--- config.mk ---
export PLATFORM = sky130hd
export DESIGN_NAME = nvdla_slcg_multi_ctrl
export DESIGN_NICKNAME = d
export VERILOG_FILES = /design/src/rtl/nvdla_slcg_multi_ctrl.sv
export SDC_FILE = /design/constraint.sdc
export NUM_CORES = 1
export LEC_CHECK = 0
export CAP_MARGIN = 20
export CORE_MARGIN = 4
export CORE_UTILIZATION = 40
export CTS_CLUSTER_SIZE = 28
export DETAILED_ROUTE_END_ITERATION = 16
export PLACE_DENSITY_LB_ADDON = 0.3
export SLEW_MARGIN = 20
export SYNTH_ARGS = -nofsm -noshare
export SYNTH_HDL_FRONTEND = slang
export SYNTH_SLANG_ARGS = --single-unit
--- constraint.sdc ---
create_clock -name nvdla_core_clk -period 4.45 [get_ports nvdla_core_clk]
set_input_delay 0.89 -clock nvdla_core_clk [delete_from_list [all_inputs] [get_ports nvdla_core_clk]]
set_output_delay 0.89 -clock nvdla_core_clk [all_outputs]
set_load 0.01 [all_outputs]
--- src/rtl/nvdla_slcg_multi_ctrl.sv ---
// Second-level clock-gating controller: one idle hold-off FSM per clock channel drives a
// registered ICG enable. Each channel also has a saturating counter of its gated cycles.
module nvdla_slcg_multi_ctrl #(
  parameter int unsigned NUM_CH   = 4,
  parameter int unsigned NUM_SRC  = 2,
  parameter int unsigned HOLD_CYC = 8,
  parameter int unsigned PERF_W   = 16
) (
  input  logic                      nvdla_core_clk,
  input  logic                      nvdla_core_rst,
  input  logic                      dla_clk_ovr_on_sync,
  input  logic                      global_clk_ovr_on_sync,
  input  logic                      tmc2slcg_disable_clock_gating,
  input  logic [NUM_CH*NUM_SRC-1:0] slcg_en_src,
  input  logic [NUM_CH-1:0]         ch_active,
  input  logic                      perf_clr,
  output logic [NUM_CH-1:0]         cg_en,
  output logic [2*NUM_CH-1:0]       ch_state,
  output logic [PERF_W*NUM_CH-1:0]  gated_cnt
);

  localparam int unsigned HW          = (HOLD_CYC == 0) ? 1 : $clog2(HOLD_CYC + 1);
  localparam int unsigned HoldInitInt = (HOLD_CYC == 0) ? 0 : HOLD_CYC - 1;
  localparam logic [HW-1:0] HoldInit  = HW'(HoldInitInt);

  if (NUM_CH < 1) begin : g_bad_num_ch
    $error("NUM_CH must be at least 1");
  end
  if (NUM_SRC < 1) begin : g_bad_num_src
    $error("NUM_SRC must be at least 1");
  end
  if (PERF_W < 1) begin : g_bad_perf_w
    $error("PERF_W must be at least 1");
  end
  if (HOLD_CYC > 255) begin : g_bad_hold_cyc
    $error("HOLD_CYC must be in 0..255");
  end

  typedef enum logic [1:0] {
    StRun   = 2'b00,
    StHold  = 2'b01,
    StGated = 2'b10
  } state_e;

  logic force_on;
  assign force_on = dla_clk_ovr_on_sync | global_clk_ovr_on_sync |
                    tmc2slcg_disable_clock_gating;

  for (genvar c = 0; c < NUM_CH; c++) begin : g_ch
    state_e              state_q, state_d;
    logic [HW-1:0]       hold_q, hold_d;
    logic                cg_q;
    logic [PERF_W-1:0]   cnt_q, cnt_d;
    logic                permit;
    logic                wake;

    assign permit = (&slcg_en_src[c*NUM_SRC +: NUM_SRC]) & ~force_on;
    // Any reason to run the clock wins over every gating transition.
    assign wake   = ~permit | ch_active[c];

    // Next-state logic for the idle hold-off FSM and its hold counter.
    always_comb begin
      state_d = state_q;
      hold_d  = hold_q;
      unique case (state_q)
        StRun: begin
          if (!wake) begin
            if (HOLD_CYC == 0) begin
              state_d = StGated;
            end else begin
              state_d = StHold;
              hold_d  = HoldInit;
            end
          end
        end
        StHold: begin
          if (wake) begin
            state_d = StRun;
            hold_d  = '0;
          end else if (hold_q == '0) begin
            state_d = StGated;
          end else begin
            hold_d = hold_q - HW'(1);
          end
        end
        StGated: begin
          if (wake) begin
            state_d = StRun;
          end
        end
        default: begin
          state_d = StRun;
          hold_d  = '0;
        end
      endcase
    end

    // Gated-cycle counter: clear beats increment, saturates at all ones.
    always_comb begin
      cnt_d = cnt_q;
      if (perf_clr) begin
        cnt_d = '0;
      end else if (state_q == StGated && cnt_q != '1) begin
        cnt_d = cnt_q + PERF_W'(1);
      end
    end

    // State, counters and the ICG enable, registered from next state to avoid input glitches.
    always_ff @(posedge nvdla_core_clk) begin
      if (nvdla_core_rst) begin
        state_q <= StRun;
        hold_q  <= '0;
        cg_q    <= 1'b1;
        cnt_q   <= '0;
      end else begin
        state_q <= state_d;
        hold_q  <= hold_d;
        cg_q    <= (state_d != StGated);
        cnt_q   <= cnt_d;
      end
    end

    assign cg_en[c]                      = cg_q;
    assign ch_state[2*c +: 2]            = state_q;
    assign gated_cnt[c*PERF_W +: PERF_W] = cnt_q;
  end

endmodule

After elaboration in Yosys (flattened, before gate mapping):

Index checks and enable logic that the tools add are counted.

* add/subtract/negate cells: 8
* reductions and logical operators: 21
* mux-type cells: 36
* bitwise operators: 19
* equal/unequal tests: 24

Operators by type and width (count)
* adder 16 x 1 -> 16 bit (second input constant): 4
* != test 16 bit (second input constant): 4
* two-way mux 4 bit: 12
* one-hot mux 4 bit (3 select lines): 4
* two-way mux 2 bit: 16
* one-hot mux 2 bit (3 select lines): 4
* logical NOT 4 bit: 4
* != test 2 bit (second input constant): 8
* subtractor 4 x 1 -> 4 bit (second input constant): 4
* != test 3 bit (second input constant): 4
* AND reduction 3 bit: 4
* NOT 1 bit: 9
* equality test 2 x 1 -> 1 bit (second input constant): 4
* equality test 2 bit (second input constant): 4
* logical NOT 2 bit: 4
* AND reduction 2 bit: 4
* OR 1 bit: 6
* AND 1 bit: 4
* logical AND 1 bit: 4
* OR reduction 2 bit: 1

* input port bits: 18
* bits in registers: 92

Longest topological paths before layout:

Gate-level depths: netlist of run 1.

* depth in word-level cells: 9
* gate-level depth with buffers: 6
* mapped depth without buffers: 6

Worst setup path before layout of run 1:

OpenSTA, ideal clock, no wires.

* path type: input port to flip-flop
* start point: input port global_clk_ovr_on_sync
* end point: register g_ch[0].hold_q[1]
* stages on the path: 5
* arrival: 2.191 ns
* setup slack: 2.144 ns
* data required time: 4.336 ns
* library setup time: 0.114 ns
* cell sequence: or3_1 buf_2 nor3_1 a21oi_1 a2111oi_0

* longest elaborated chain between the ends: 8

RTL lines
* start: declaration: line 12 `input logic global_clk_ovr_on_sync,`
* OR 1 bit * (2 in series): line 46 `assign force_on = dla_clk_ovr_on_sync | global_clk_ovr_on_sync |`
* NOT 1 bit *: line 57 `assign permit = (&slcg_en_src[c*NUM_SRC +: NUM_SRC]) & ~force_on;`
* AND 1 bit *: line 57
* NOT 1 bit *: line 59 `assign wake = ~permit | ch_active[c];`
* OR 1 bit *: line 59
* != test 3 bit (no line), or another cell as far along
* AND reduction 3 bit (no line) / one-hot mux 4 bit (3 select lines) (equally long branches)
* end signal: assignment: line 117 `hold_q <= hold_d;`
* end: declaration: line 51 `logic [HW-1:0] hold_q, hold_d;`

Every way passes the cells marked *; elsewhere a longest branch is shown, timed or not.
A chain may end at the register's enable or synchronous reset.

Worst setup path in the final report of run 1:

* start point: input port nvdla_core_rst
* end point: register g_ch[2].cnt_q[10]

* longest elaborated chain between the ends: 1

RTL lines
* start: declaration: line 10 `input logic nvdla_core_rst,`
* OR reduction 2 bit (no line)
* end signal: assignment: line 119 `cnt_q <= cnt_d;`
* end: declaration: line 53 `logic [PERF_W-1:0] cnt_q, cnt_d;`

Every way passes these cells.

==> impl_results.md, run 1 <==
* Simple-gate share of the synthesized area at 31.9%
* Die width at 117 um
* Min-Delay Path Class: register to register
* Final Max Tran Viols at 0
* Slew margin rel. at 31.2%
* Core ar. at 11600 sq um
* Cells after synthesis at 567
* Post-synth top flop: dfxtp_1
* DR WL met2 at 5.86 mm
* P_leak at 1.81 nW
* Area Growth Syn to Fin at 28.4%
* Final hold violation count at 0
* Post-synth top area share at 38.6%
* Status: completed
* Met3 WL at 534 um
* Mux share of post-synthesis cell area at 2.31%
* Worst-path cell chain: clkdlybuf4s50_1, buf_4, or2_2, or4_1, o21ai_0
* Clock root buffer: clkbuf_16
* Hold-fix buffers at CTS at 0
* Maximum vdd drop at 0.145 mV
* CP Buf/Inv Count at 2
* Post-Synth Adder-Cell Area at 2.62%
* GRT Util Overall at 17.9%
* Largest family of logic cells by synthesized area: simple AND/OR/NAND/NOR gates
* CP Data Required Time at 4710 ps
* Clock Tree Buf Depth at 2
* Layout Skew at 5.02 ps
* CP peak stage delay at 680 ps
* Largest net degree at the start of global routing at 52
* Post-synth top cells: 92 x dfxtp_1, 47 x a21oi_1, 44 x nand2_1, 32 x o21ai_0, 23 x or3_1
* Max Fanout on Critical Path at 51
* EDFF count, synth at 0
* # IOs at 94
* DR top layer: met4
* Worst-skew pair later-pin latency at 330 ps
* Die H at 117 um
* Synth Area in Compound Gates at 20.4%
* Worst Setup End Kind: register
* Worst-Margin Slew at 1030 ps
* Final std cell area, no fill at 6120 sq um
* Drt first pass iters at 5
* Nets@finish at 677
* Syn_area_per_cell at 8.41 sq um
* Number of global-route vias before repair at 4433
* Syn nets at 595
* CTS sink cnt at 92
* Post-DP Area at 5800 sq um
* First-pass GRT wire length at 20.3 mm
* PwrDens at 277 nW/um^2
* CP Class: input port to register
* Slowest-stage cell, CP: or2_2
* Via/cell ratio at 5.93
* Clock-pin slew on the worst setup and hold paths at 70 ps
* Routed met1 length at 5.59 mm
* Setup tns final at 0 ps
* Setup Buffers After CTS at 0
* Setup violators final at 0
* Synth top area cells: dfxtp_1 39%, a21oi_1 4.9%, nand2_1 3.5%
* Fin crit share at 59.7%
* CTS buffer count at 9
* Post-Route WL at 12.2 mm
* GRT overflow at 0
* Asr flop ratio synth at 0%
* Max cap viols at 0
* Initial DRC Count at 332
* Synth Warn # at 0
* Post-synth cell types at 54
* Mapped Area at 4770 sq um
* Residual DRC at 0
* Layout cells sized above 1 at 6.57%
* Row Count at 39
* Via count at 4724
* XOR/XNOR share of the synthesized area at 0%
* TritonCTS clock tree: done
* Area leader, netlist: dfxtp_1
* Port Buf Inserts at 93
* ANT nets after route at 0
* Register area share after synthesis at 38.6%
* Critical Path Start Type: input port
* Starting Density at 41.2%
* WP data arrival at 2920 ps
* Top-count cell post-synth: dfxtp_1
* #FFs+latches synth at 92
* Minimum clock period at 2650 ps
* DP HPWL at 8.65 mm
* Antenna violations before repair at 0
* Post-CTS Resized at 0
* Routability congestion estimate at 0.853
* Diodes inserted at 0
* Die ar. at 13700 sq um
* Critical path's top delay family: simple AND/OR/NAND/NOR gates
* DR WL/cell at 15.3 um
* RSZ-0062 raised after global routing: no
* FMAX at 377 MHz
* Worst hold margin at 488 ps
* CTS H-tree lvls at 3
[area by class of cell]
cell class,instances,area [sq um]
fillers,1050,5440
multi-input cells,427,2740
flip-flops and latches,92,1840
repair buffers,98,968
clock buffers,11,243
well taps,143,179
inverters,21,78.8
clock inverters,5,75.1
[final timing paths]
path,from,to,slack [ps],cells past startpoint
worst max-delay path,nvdla_core_rst,g_ch[2].cnt_q[10]$_SDFFE_PP0P_,1800,5
worst min-delay path,g_ch[3].cnt_q[15]$_SDFFE_PP0P_,g_ch[3].cnt_q[15]$_SDFFE_PP0P_,490,2
worst max register to register,g_ch[0].cnt_q[0]$_SDFFE_PP0P_,g_ch[0].cnt_q[8]$_SDFFE_PP0P_,2380,5
worst min register to register,g_ch[3].cnt_q[15]$_SDFFE_PP0P_,g_ch[3].cnt_q[15]$_SDFFE_PP0P_,490,2
[metrics by stage]
stage	util, %	instances	setup WS, ps	total power, mW
2_1_floorplan	-	567	2140	0.871
3_3_place_gp	50.1	781	1490	0.894
3_5_place_dp	50.1	781	1460	0.896
4_1_cts	52.9	797	1810	1.72
5_1_grt	52.9	797	1600	1.75
6_report	52.9	797	1800	1.70
[placed cells by master, fill, tap and decap left out, types with 21 or more instances in the layout]
master / count
nand2_1: 44
inv_1: 21
or3_1: 23
nor3_1: 21
dfxtp_1: 92
nor2_1: 21
clkdlybuf4s50_1: 93
a21oi_1: 47
o21ai_0: 32
or4_1: 21
[per-layer routing]
metal  global-route usage, %  vias up
li1                        -     2341
met1                    22.7     2259
met2                    30.2      110
met3                    2.98       14
met4                    7.11        0
met5                       0        -
[worst min-delay path, delay by kind of cell, from the launching register on]
| kind | cells | cell delay, ps |
|---|---|---|
| flip-flops | 1 | 330 |
| multiplexers | 1 | 50 |
| AND/OR/NAND/NOR | 1 | 60 |
[sequential cells by signal, indices dropped and copies added, names as in the netlist]
signal        cells
g_ch.cg_q         4
g_ch.state_q      8
g_ch.hold_q      16
g_ch.cnt_q       64
[logic make-up (layout without fill, tap and decap cells)]
logic type	after synthesis	after routing
AO/OA/AOI/OAI	150	150
adder cells (fa/ha/maj)	10	10
buffers and inverters	48	135
flip-flops	92	92
multiplexers	11	11
AND/OR/NAND/NOR	256	256
[power by group]
group	leakage [nW]	switching (mW)	internal [mW]
Clock	0.159	0.314	0.505
Sequential	0.741	0.00209	0.825
Combinational	0.910	0.0272	0.0228
Total	1.81	0.343	1.35
Power figures use the tool's default switching activity.
==> run 2, diff against run 1 <==
Clock period 4.45 ns to 2.3 ns, I/O delays scaled along.
==> run 2 against run 1 <==
  * Largest cell class unchanged
  * Clock skew is 4.3 ps higher
  * Clock power grew 68%
  * Sequential cell count unchanged
  * First-iteration DRC count increased by 36%
  * Utilization rose by 0.75 points
  * Die area unchanged
  * Design area increased by 1.4%
  * Total power increased by 82%
  * Critical endpoint is now g_ch[2].hold_q[0]$_SDFFE_PP0P_
  * Largest power group unchanged
==> impl_results.md, run 2 (synthesis gave the netlist of run 1 again) <==
* Status: completed
* Starting Density at 41.2% (unchanged)
* Worst-path cell chain: clkdlybuf4s50_1, or3_1, nor4_1, nor2_1, a311oi_1
* Fin util at 53.7% (+0.75 points)
* WP data arrival at 2290 ps (-630 ps)
* # IOs at 94 (unchanged)
* Commonest cells after routing, fill and taps aside: 93 x clkdlybuf4s50_1, 92 x dfxtp_1, 47 x a21oi_1
* Largest Register: g_ch.cnt_q
* Max cap viols at 0 (unchanged)
* Die H at 117 um (unchanged)
* Filler cell count at 1043 (-0.67%)
* Final hold violation count at 0 (unchanged)
* Clock Tree Buf Depth at 2 (unchanged)
* Diodes inserted at 0 (unchanged)
* Maximum vdd drop at 0.285 mV (+96%)
* Core ar. at 11600 sq um (unchanged)
* Antenna violations before repair at 0 (unchanged)
* First-pass GRT wire length at 20.7 mm (+2.2%)
* Area Growth Syn to Fin at 30.2%
* Nets@finish at 694 (+2.5%)
* Biggest regs: g_ch.cnt_q: 64 flops, g_ch.hold_q: 16 flops, g_ch.state_q: 8 flops
* Residual DRC at 0 (unchanged)
* Worst Setup End Kind: register
* CTS H-tree lvls at 3 (unchanged)
* DR WL/cell at 15.3 um (about the same)
* Post-CTS Resized at 0 (unchanged)
* TritonCTS clock tree: done
* Min-Delay Path Class: register to register
* Drt first pass iters at 5 (unchanged)
* Via count at 4841 (+2.5%)
* Max reg flops at 64 (unchanged)
* Worst-skew pair later-pin latency at 340 ps (about the same)
* Die ar. at 13700 sq um (unchanged)
* CP Data Required Time at 2550 ps (-2160 ps)
* Via/cell ratio at 5.95 (+0.46%)
* Critical path's top delay family: simple AND/OR/NAND/NOR gates
* Layout cells sized above 1 at 8.51% (+1.9 points)
* Fin crit share at 88.6%
* GRT Util Overall at 18.5% (+0.58 points)
* Clock root buffer: clkbuf_16
* Minimum clock period at 2040 ps
* FMAX at 491 MHz
* Critical Path Start Type: input port
* Number of global-route vias before repair at 4433 (unchanged)
* Clock-pin slew on the worst setup and hold paths at 70 ps (about the same)
* Slowest-stage cell, CP: nor4_1
* Hold-fix buffers at CTS at 0 (unchanged)
* Worst-Margin Slew at 900 ps (-132 ps)
* CTS buffer count at 9 (unchanged)
* Slew margin rel. at 39.4% (+8.2 points)
* Initial DRC Count at 450 (+36%)
* CP Class: input port to register
* Post-Route WL at 12.4 mm (+2.0%)
* DP HPWL at 9.05 mm (+4.6%)
* ANT nets after route at 0 (unchanged)
* Commonest non-fill, non-tap cell in the layout: clkdlybuf4s50_1
* Worst hold margin at 498 ps (+9.93 ps)
* Max Fanout on Critical Path at 10 (-80%)
* Row Count at 39 (unchanged)
* CP peak stage delay at 560 ps (-120 ps)
* Largest net degree at the start of global routing at 26 (-50%)
* RSZ-0062 raised after global routing: no
* P_leak at 1.88 nW (+3.6%)
* CP Buf/Inv Count at 1 (-1)
* GRT overflow at 0 (unchanged)
* Port Buf Inserts at 93 (unchanged)
* Routability congestion estimate at 0.843 (-1.1%)
* PwrDens at 497 nW/um^2 (+79%)
* Final Max Tran Viols at 0 (unchanged)
* Setup violators final at 0 (unchanged)
* Setup Buffers After CTS at 0 (unchanged)
* CTS sink cnt at 92 (unchanged)
* Die width at 117 um (unchanged)
* Layout Skew at 9.33 ps (+4.31 ps)
-- run 2: through the flow --
step | worst slack, ps | setup TNS (ps) | area, sq um | std cells | power [mW]
2_1_floorplan | 386 | 0 | 4770 | 567 | 1.69
3_3_place_gp | 8.15 | 0 | 5940 | 798 | 1.74
3_5_place_dp | -96.7 | -388 | 5940 | 798 | 1.75
4_1_cts | 263 | 0 | 6210 | 813 | 3.12
5_1_grt | 109 | 0 | 6210 | 813 | 3.19
6_report | 262 | 0 | 6210 | 813 | 3.08
-- run 2: power breakdown --
part | switching (mW) | leakage, nW | total [mW] | internal, mW
Sequential | 0.00377 | 0.741 | 1.60 | 1.60
Combinational | 0.0561 | 0.999 | 0.109 | 0.0528
Clock | 0.592 | 0.135 | 1.38 | 0.783
-- run 2: final timing paths --
kind | from | endpoint | slack (ps) | depth (start not counted)
setup / recovery | global_clk_ovr_on_sync | g_ch[2].hold_q[0]$_SDFFE_PP0P_ | 260 | 5
hold / removal | g_ch[3].cnt_q[15]$_SDFFE_PP0P_ | g_ch[3].cnt_q[15]$_SDFFE_PP0P_ | 500 | 2
setup reg to reg | g_ch[2].cnt_q[6]$_SDFFE_PP0P_ | g_ch[2].cnt_q[13]$_SDFFE_PP0P_ | 300 | 4
hold reg to reg | g_ch[3].cnt_q[15]$_SDFFE_PP0P_ | g_ch[3].cnt_q[15]$_SDFFE_PP0P_ | 500 | 2
-- run 2: per-layer routing --
layer	GRT usage (%)	vias to the layer above	part of all wire (%)
li1	-	2390	-
met1	24.4	2320	46
met2	30.2	116	48
met3	2.93	15	4.3
met4	7.34	0	1.7
met5	0	-	0
-- run 2: worst reg2reg max path, delay by kind of cell, from the launching register on --
family | cells | cell delay [ps]
AND/OR/NAND/NOR | 3 | 1320
AO/OA/AOI/OAI | 1 | 150
flip-flops | 1 | 460
-- run 2: final cells by class --
type,instances,area [sq um],area share (%)
multi-input combinational,427,2730,44.0
sequential,92,1840,29.7
timing repair buffer,115,1110,17.9
clock buffer,13,260,4.19
tap,143,179,2.88
inverter,21,78.8,1.27
clock inverter,2,10.0,0.161
==> run 3, diff against run 2 <==
==> constraint.sdc (replaced) <==
create_clock -name nvdla_core_clk -period 2.3 [get_ports nvdla_core_clk]
set_input_delay 0.23 -clock nvdla_core_clk [delete_from_list [all_inputs] [get_ports nvdla_core_clk]]
set_output_delay 0.23 -clock nvdla_core_clk [all_outputs]
set_load 0.01 [all_outputs]
==> run 3 against run 2 <==
  * Setup slack better by 43 ps
  * Total power rose by 7.1%
  * Combinational power barely moved
  * Worst hold slack lost 1.3 ps
  * Routed wire length rose by 0.60%
  * First-iteration DRC count shrank 4.7%
  * Fmax grew 2.1%
  * Count of clock-buffer cells in the layout shrank 3
  * Non-clock buffer count shrank 2
  * Sequential share of layout area fell by 0.15 points
  * Design area is 0.52% higher
  * Largest power group unchanged
==> impl_results.md, run 3 (synthesis gave the netlist of run 1 again) <==
* Setup violators final at 0 (unchanged)
* Cells after DPL at 796 (-0.25%)
* Maximum vdd drop at 0.323 mV (+13%)
* Largest Register: g_ch.cnt_q
* Min-delay src: g_ch[2].cnt_q[14]$_SDFFE_PP0P_
* Status: completed
* Min-Delay Path Class: register to register
* DP HPWL at 8.98 mm (-0.81%)
* Commonest non-fill, non-tap cell in the layout: clkdlybuf4s50_1
* Post-CTS Resized at 0 (unchanged)
* Diodes inserted at 0 (unchanged)
* Worst-Margin Slew at 960 ps (+59.8 ps)
* Die ar. at 13700 sq um (unchanged)
* Final std cell area, no fill at 6240 sq um (+0.52%)
* Die H at 117 um (unchanged)
* Post-DP Area at 5920 sq um (-0.25%)
* Fin util at 54.0% (+0.28 points)
* Minimum clock period at 2000 ps (-42.8 ps)
* Area Growth Syn to Fin at 30.9%
* Total power at 3.30 mW (+7.1%)
* Clock-pin slew on the worst setup and hold paths at 70 ps (about the same)
* CP Data Required Time at 2550 ps (about the same)
* FF-to-FF setup slack at 300 ps (about the same)
* CTS H-tree lvls at 3 (unchanged)
* Starting Density at 41.2% (unchanged)
* Biggest regs: g_ch.cnt_q: 64 flops, g_ch.hold_q: 16 flops, g_ch.state_q: 8 flops
* R2R Path Start: g_ch[3].cnt_q[4]$_SDFFE_PP0P_
* Max Fanout on Critical Path at 8 (-2)
* Antenna violations before repair at 0 (unchanged)
* Clock root buffer: clkbuf_16
* Largest net degree at the start of global routing at 27 (+3.8%)
* Row Count at 39 (unchanged)
* DP Worst Slack at 64.4 ps (+161 ps)
* CP Class: register to register
* Drt first pass iters at 5 (unchanged)
* Via count at 4792 (-1.0%)
* Fin crit share at 86.7% (-1.9 points)
* Critical Path Start Type: register
* Clock Tree Buf Depth at 2 (unchanged)
* Worst R2R End: g_ch[3].cnt_q[10]$_SDFFE_PP0P_
* Slew margin rel. at 35.4% (-4.0 points)
* Commonest cells after routing, fill and taps aside: 93 x clkdlybuf4s50_1, 92 x dfxtp_1, 47 x a21oi_1
* Worst-skew pair later-pin latency at 350 ps (about the same)
* Hold-fix buffers at CTS at 0 (unchanged)
* FMAX at 501 MHz (+2.1%)
* RSZ-0062 raised after global routing: no
* Setup tns final at 0 ps (unchanged)
* Worst hold margin at 496 ps (-1.33 ps)
* Final worst setup slack at 305 ps (+42.8 ps)
* WP data arrival at 2240 ps (-50 ps)
* ANT nets after route at 0 (unchanged)
* Worst Hold Path Cells at 2 (unchanged)
* Worst reg2reg path depth at 4 (unchanged)
* Setup Buffers After CTS at 0 (unchanged)
* Final Max Tran Viols at 0 (unchanged)
* Post-Route WL at 12.5 mm (+0.60%)
* CTS buffer count at 9 (unchanged)
* Worst Setup End Kind: register
* # IOs at 94 (unchanged)
* Layout cells sized above 1 at 8.52% (+0.013 points)
* Nets@finish at 692 (-0.29%)
* Final hold violation count at 0 (unchanged)
* Initial DRC Count at 429 (-4.7%)
* Max cap viols at 0 (unchanged)
* Port Buf Inserts at 93 (unchanged)
* Die width at 117 um (unchanged)
* Core ar. at 11600 sq um (unchanged)
* PwrDens at 529 nW/um^2 (+6.5%)
* Number of global-route vias before repair at 4393 (-0.90%)
* TritonCTS clock tree: done
* Via/cell ratio at 5.90 (-0.89%)
* P_leak at 1.88 nW (+0.16%)
* CTS sink cnt at 92 (unchanged)
* Fin cells at 812 (-0.12%)
* GRT overflow at 0 (unchanged)
* Residual DRC at 0 (unchanged)
* WHS Endpoint: g_ch[2].cnt_q[14]$_SDFFE_PP0P_
* Layout Skew at 7.63 ps (-1.70 ps)
* Routability congestion estimate at 0.837 (-0.72%)
* Critical Path Start: g_ch[3].cnt_q[4]$_SDFFE_PP0P_
* Max reg flops at 64 (unchanged)
* GRT Util Overall at 18.6% (+0.16 points)
* DR WL/cell at 15.4 um (+0.73%)
* First-pass GRT wire length at 20.9 mm (+0.93%)
run 3: cell types whose count changed in the layout (fill, tap and decap cells not counted), sizes merged:
cell / delta
buf: -2
bufinv: +2
clkbuf: -3
clkinvlp: +2
run 3: power by group:
| part | switching (mW) | internal (mW) | total [mW] |
|---|---|---|---|
| logic | 0.0557 | 0.0513 | 0.107 |
| clock network | 0.642 | 0.953 | 1.60 |
| registers | 0.00377 | 1.60 | 1.60 |
| total | 0.702 | 2.60 | 3.30 |
run 3: cell type report:
class / count / area [sq um]
clock buffer: 10 / 229
clock inverter: 6 / 88.8
fill: 1070 / 5320
inverter: 21 / 78.8
multi-input combinational: 427 / 2730
sequential: 92 / 1840
tap: 143 / 179
timing repair buffer: 113 / 1090
run 3: worst max path at each step:
stage                                           endpoint  slack (ps)
after floorplan            g_ch[0].cnt_q[8]$_SDFFE_PP0P_         390
final                     g_ch[3].cnt_q[10]$_SDFFE_PP0P_         300
after detailed placement  g_ch[1].hold_q[1]$_SDFFE_PP0P_          60
after CTS                 g_ch[2].cnt_q[13]$_SDFFE_PP0P_         350
after global routing      g_ch[3].cnt_q[10]$_SDFFE_PP0P_          20
after global placement    g_ch[1].hold_q[1]$_SDFFE_PP0P_         200
run 3: routing by layer:
layer	vias to the layer above	track usage, %	wire [um]
li1	2373	-	-
met1	2279	24.2	5670
met2	126	30.4	5950
met3	14	4.32	689
met4	0	6.65	174
met5	-	0	0
run 3: worst max-delay path, stage by stage (launching register included):
cell,delay [ps]
dfxtp_1,470
nand4_1,250
nor4_1,850
o311ai_0,220
o41ai_1,100
==> RTL change, RTL diff (flow settings as in run 3) <==
Make the reset (`nvdla_core_rst`) asynchronous in one clocked block.
--- a/src/rtl/nvdla_slcg_multi_ctrl.sv
+++ b/src/rtl/nvdla_slcg_multi_ctrl.sv
@@ -106,7 +106,7 @@
     end
 
     // State, counters and the ICG enable, registered from next state to avoid input glitches.
-    always_ff @(posedge nvdla_core_clk) begin
+    always_ff @(posedge nvdla_core_clk or posedge nvdla_core_rst) begin
       if (nvdla_core_rst) begin
         state_q <= StRun;
         hold_q  <= '0;
Check against the original RTL: differs if nvdla_core_rst is asserted again (counterexample within 4 cycles, from zero or initial values and one cycle with nvdla_core_rst high); with nvdla_core_rst held inactive, the same outputs for 10 cycles.
==> RTL change against run 3 <==
Worst setup slack improved by 0.052 ns. Sequential cell count did not move. Wire length increased by 3.3%. Count of clock-buffer cells in the layout grew 3. Area after synthesis is 11% higher. Final area rose by 7.8%. Maximum frequency is 2.7% higher.
Power is not compared: it rests on default switching activity, and its combinational part moved more than twofold at a synthesized area within 25%.
==> RTL change: results (changes against run 3) <==
detailed_routing:
  vias_per_cell: 5.73  # -2.8%
  post_drt_wl_per_cell_um: 15.7  # +1.9%
  drt_iter0_drc: 354  # -17%
  drt-total-wl_um: 12900  # +3.3%
placed_design:
  pre_cts_slack_ns: 0.133  # +0.0691 ns
  routabilityCongestion: 0.836  # -0.13%
  hpwlAfterDp_um: 9350  # +4.2%
worst_setup_path:
  cpPeakStageDelay_ns: 0.53  # -0.32 ns
  worstSetupEndpoint: "g_ch[3].cnt_q[11]$_DFFE_PP0P_"
  cp_max_fo: 7  # -1
  crit_slowest_cell: "or4_1"
  arrival_ns: 2.20  # -0.04 ns
logic_synthesis:
  synthDominantCellAreaShare: 0.416  # +0.0299
  synthAdderAreaFrac: 0.0237  # -0.00259
  async_flop_share: 1.00  # +1.00
  avgSynthCellArea_um2: 9.57  # +14%
  synth-xor-area-share: 0.00166  # +0.00166
  yosys-top-cells-area: "dfrtp_1, mux2_2, a21oi_1"
  synth_commonest_cells: "dfrtp_1, nand2_1, a21oi_1, nor2_1"
  synth-compound-area-share: 0.179  # -0.0247
  synthMuxAreaShare: 0.0601  # +0.0370
  seq_area_frac_synth: 0.436  # +0.0498
  synth_nets: 581  # -2.4%
  synth.distinct_cells: 59  # +9.3%
layout:
  drive_above_1_share: 0.120  # +0.0346
  final_nets: 675  # -2.5%
timing:
  max_freq_mhz: 515  # +2.7%
  timing.hold.ws_ns: 0.279  # -0.217 ns
  tightestPinTransition_ns: 0.686  # -0.274 ns
  fin_skew_ns: 0.00523  # -0.00240 ns
status:
  outcome: "finished, final reports clean"
global_routing:
  grt_max_degree: 82  # +200%
  grt_pass1_wl_um: 21500  # +2.8%
  grt_use_total: 0.175  # -0.0109
  grt_pass1_vias: 4345  # -1.1%
clock_network:
  clock-root-buffer: "clkbuf_16"
hold_path:
  hold_class: "in2async"
[RTL change: metal layers]
| layer | up-vias | share of wire | global-route usage |
|---|---|---|---|
| met5 | - | 0 | 0 |
| met4 | 0 | 0.015 | 0.0657 |
| met3 | 12 | 0.052 | 0.0284 |
| met2 | 132 | 0.46 | 0.271 |
| met1 | 2310 | 0.47 | 0.249 |
| li1 | 2265 | - | - |
[RTL change: power breakdown]
part	total [uW]	switching, uW	internal (uW)
Combinational	356	194	162
Clock	1370	587	783
Sequential	1740	58.1	1680
[RTL change: area by class of cell]
class	count	area (um2)	share of cell area
Clock buffer	13	260	0.0387
Clock inverter	2	10.0	0.00149
Inverter	18	71.3	0.0106
Multi-Input combinational cell	417	2780	0.413
Sequential cell	92	2310	0.343
Tap cell	172	215	0.0320
Timing Repair Buffer	109	1080	0.161
[RTL change: worst reg2reg max path, delay by kind of cell, from the launching register on]
family,cells,cell delay [ns]
AND/OR/NAND/NOR,3,1.24
flip-flops,1,0.45
AO/OA/AOI/OAI,1,0.17
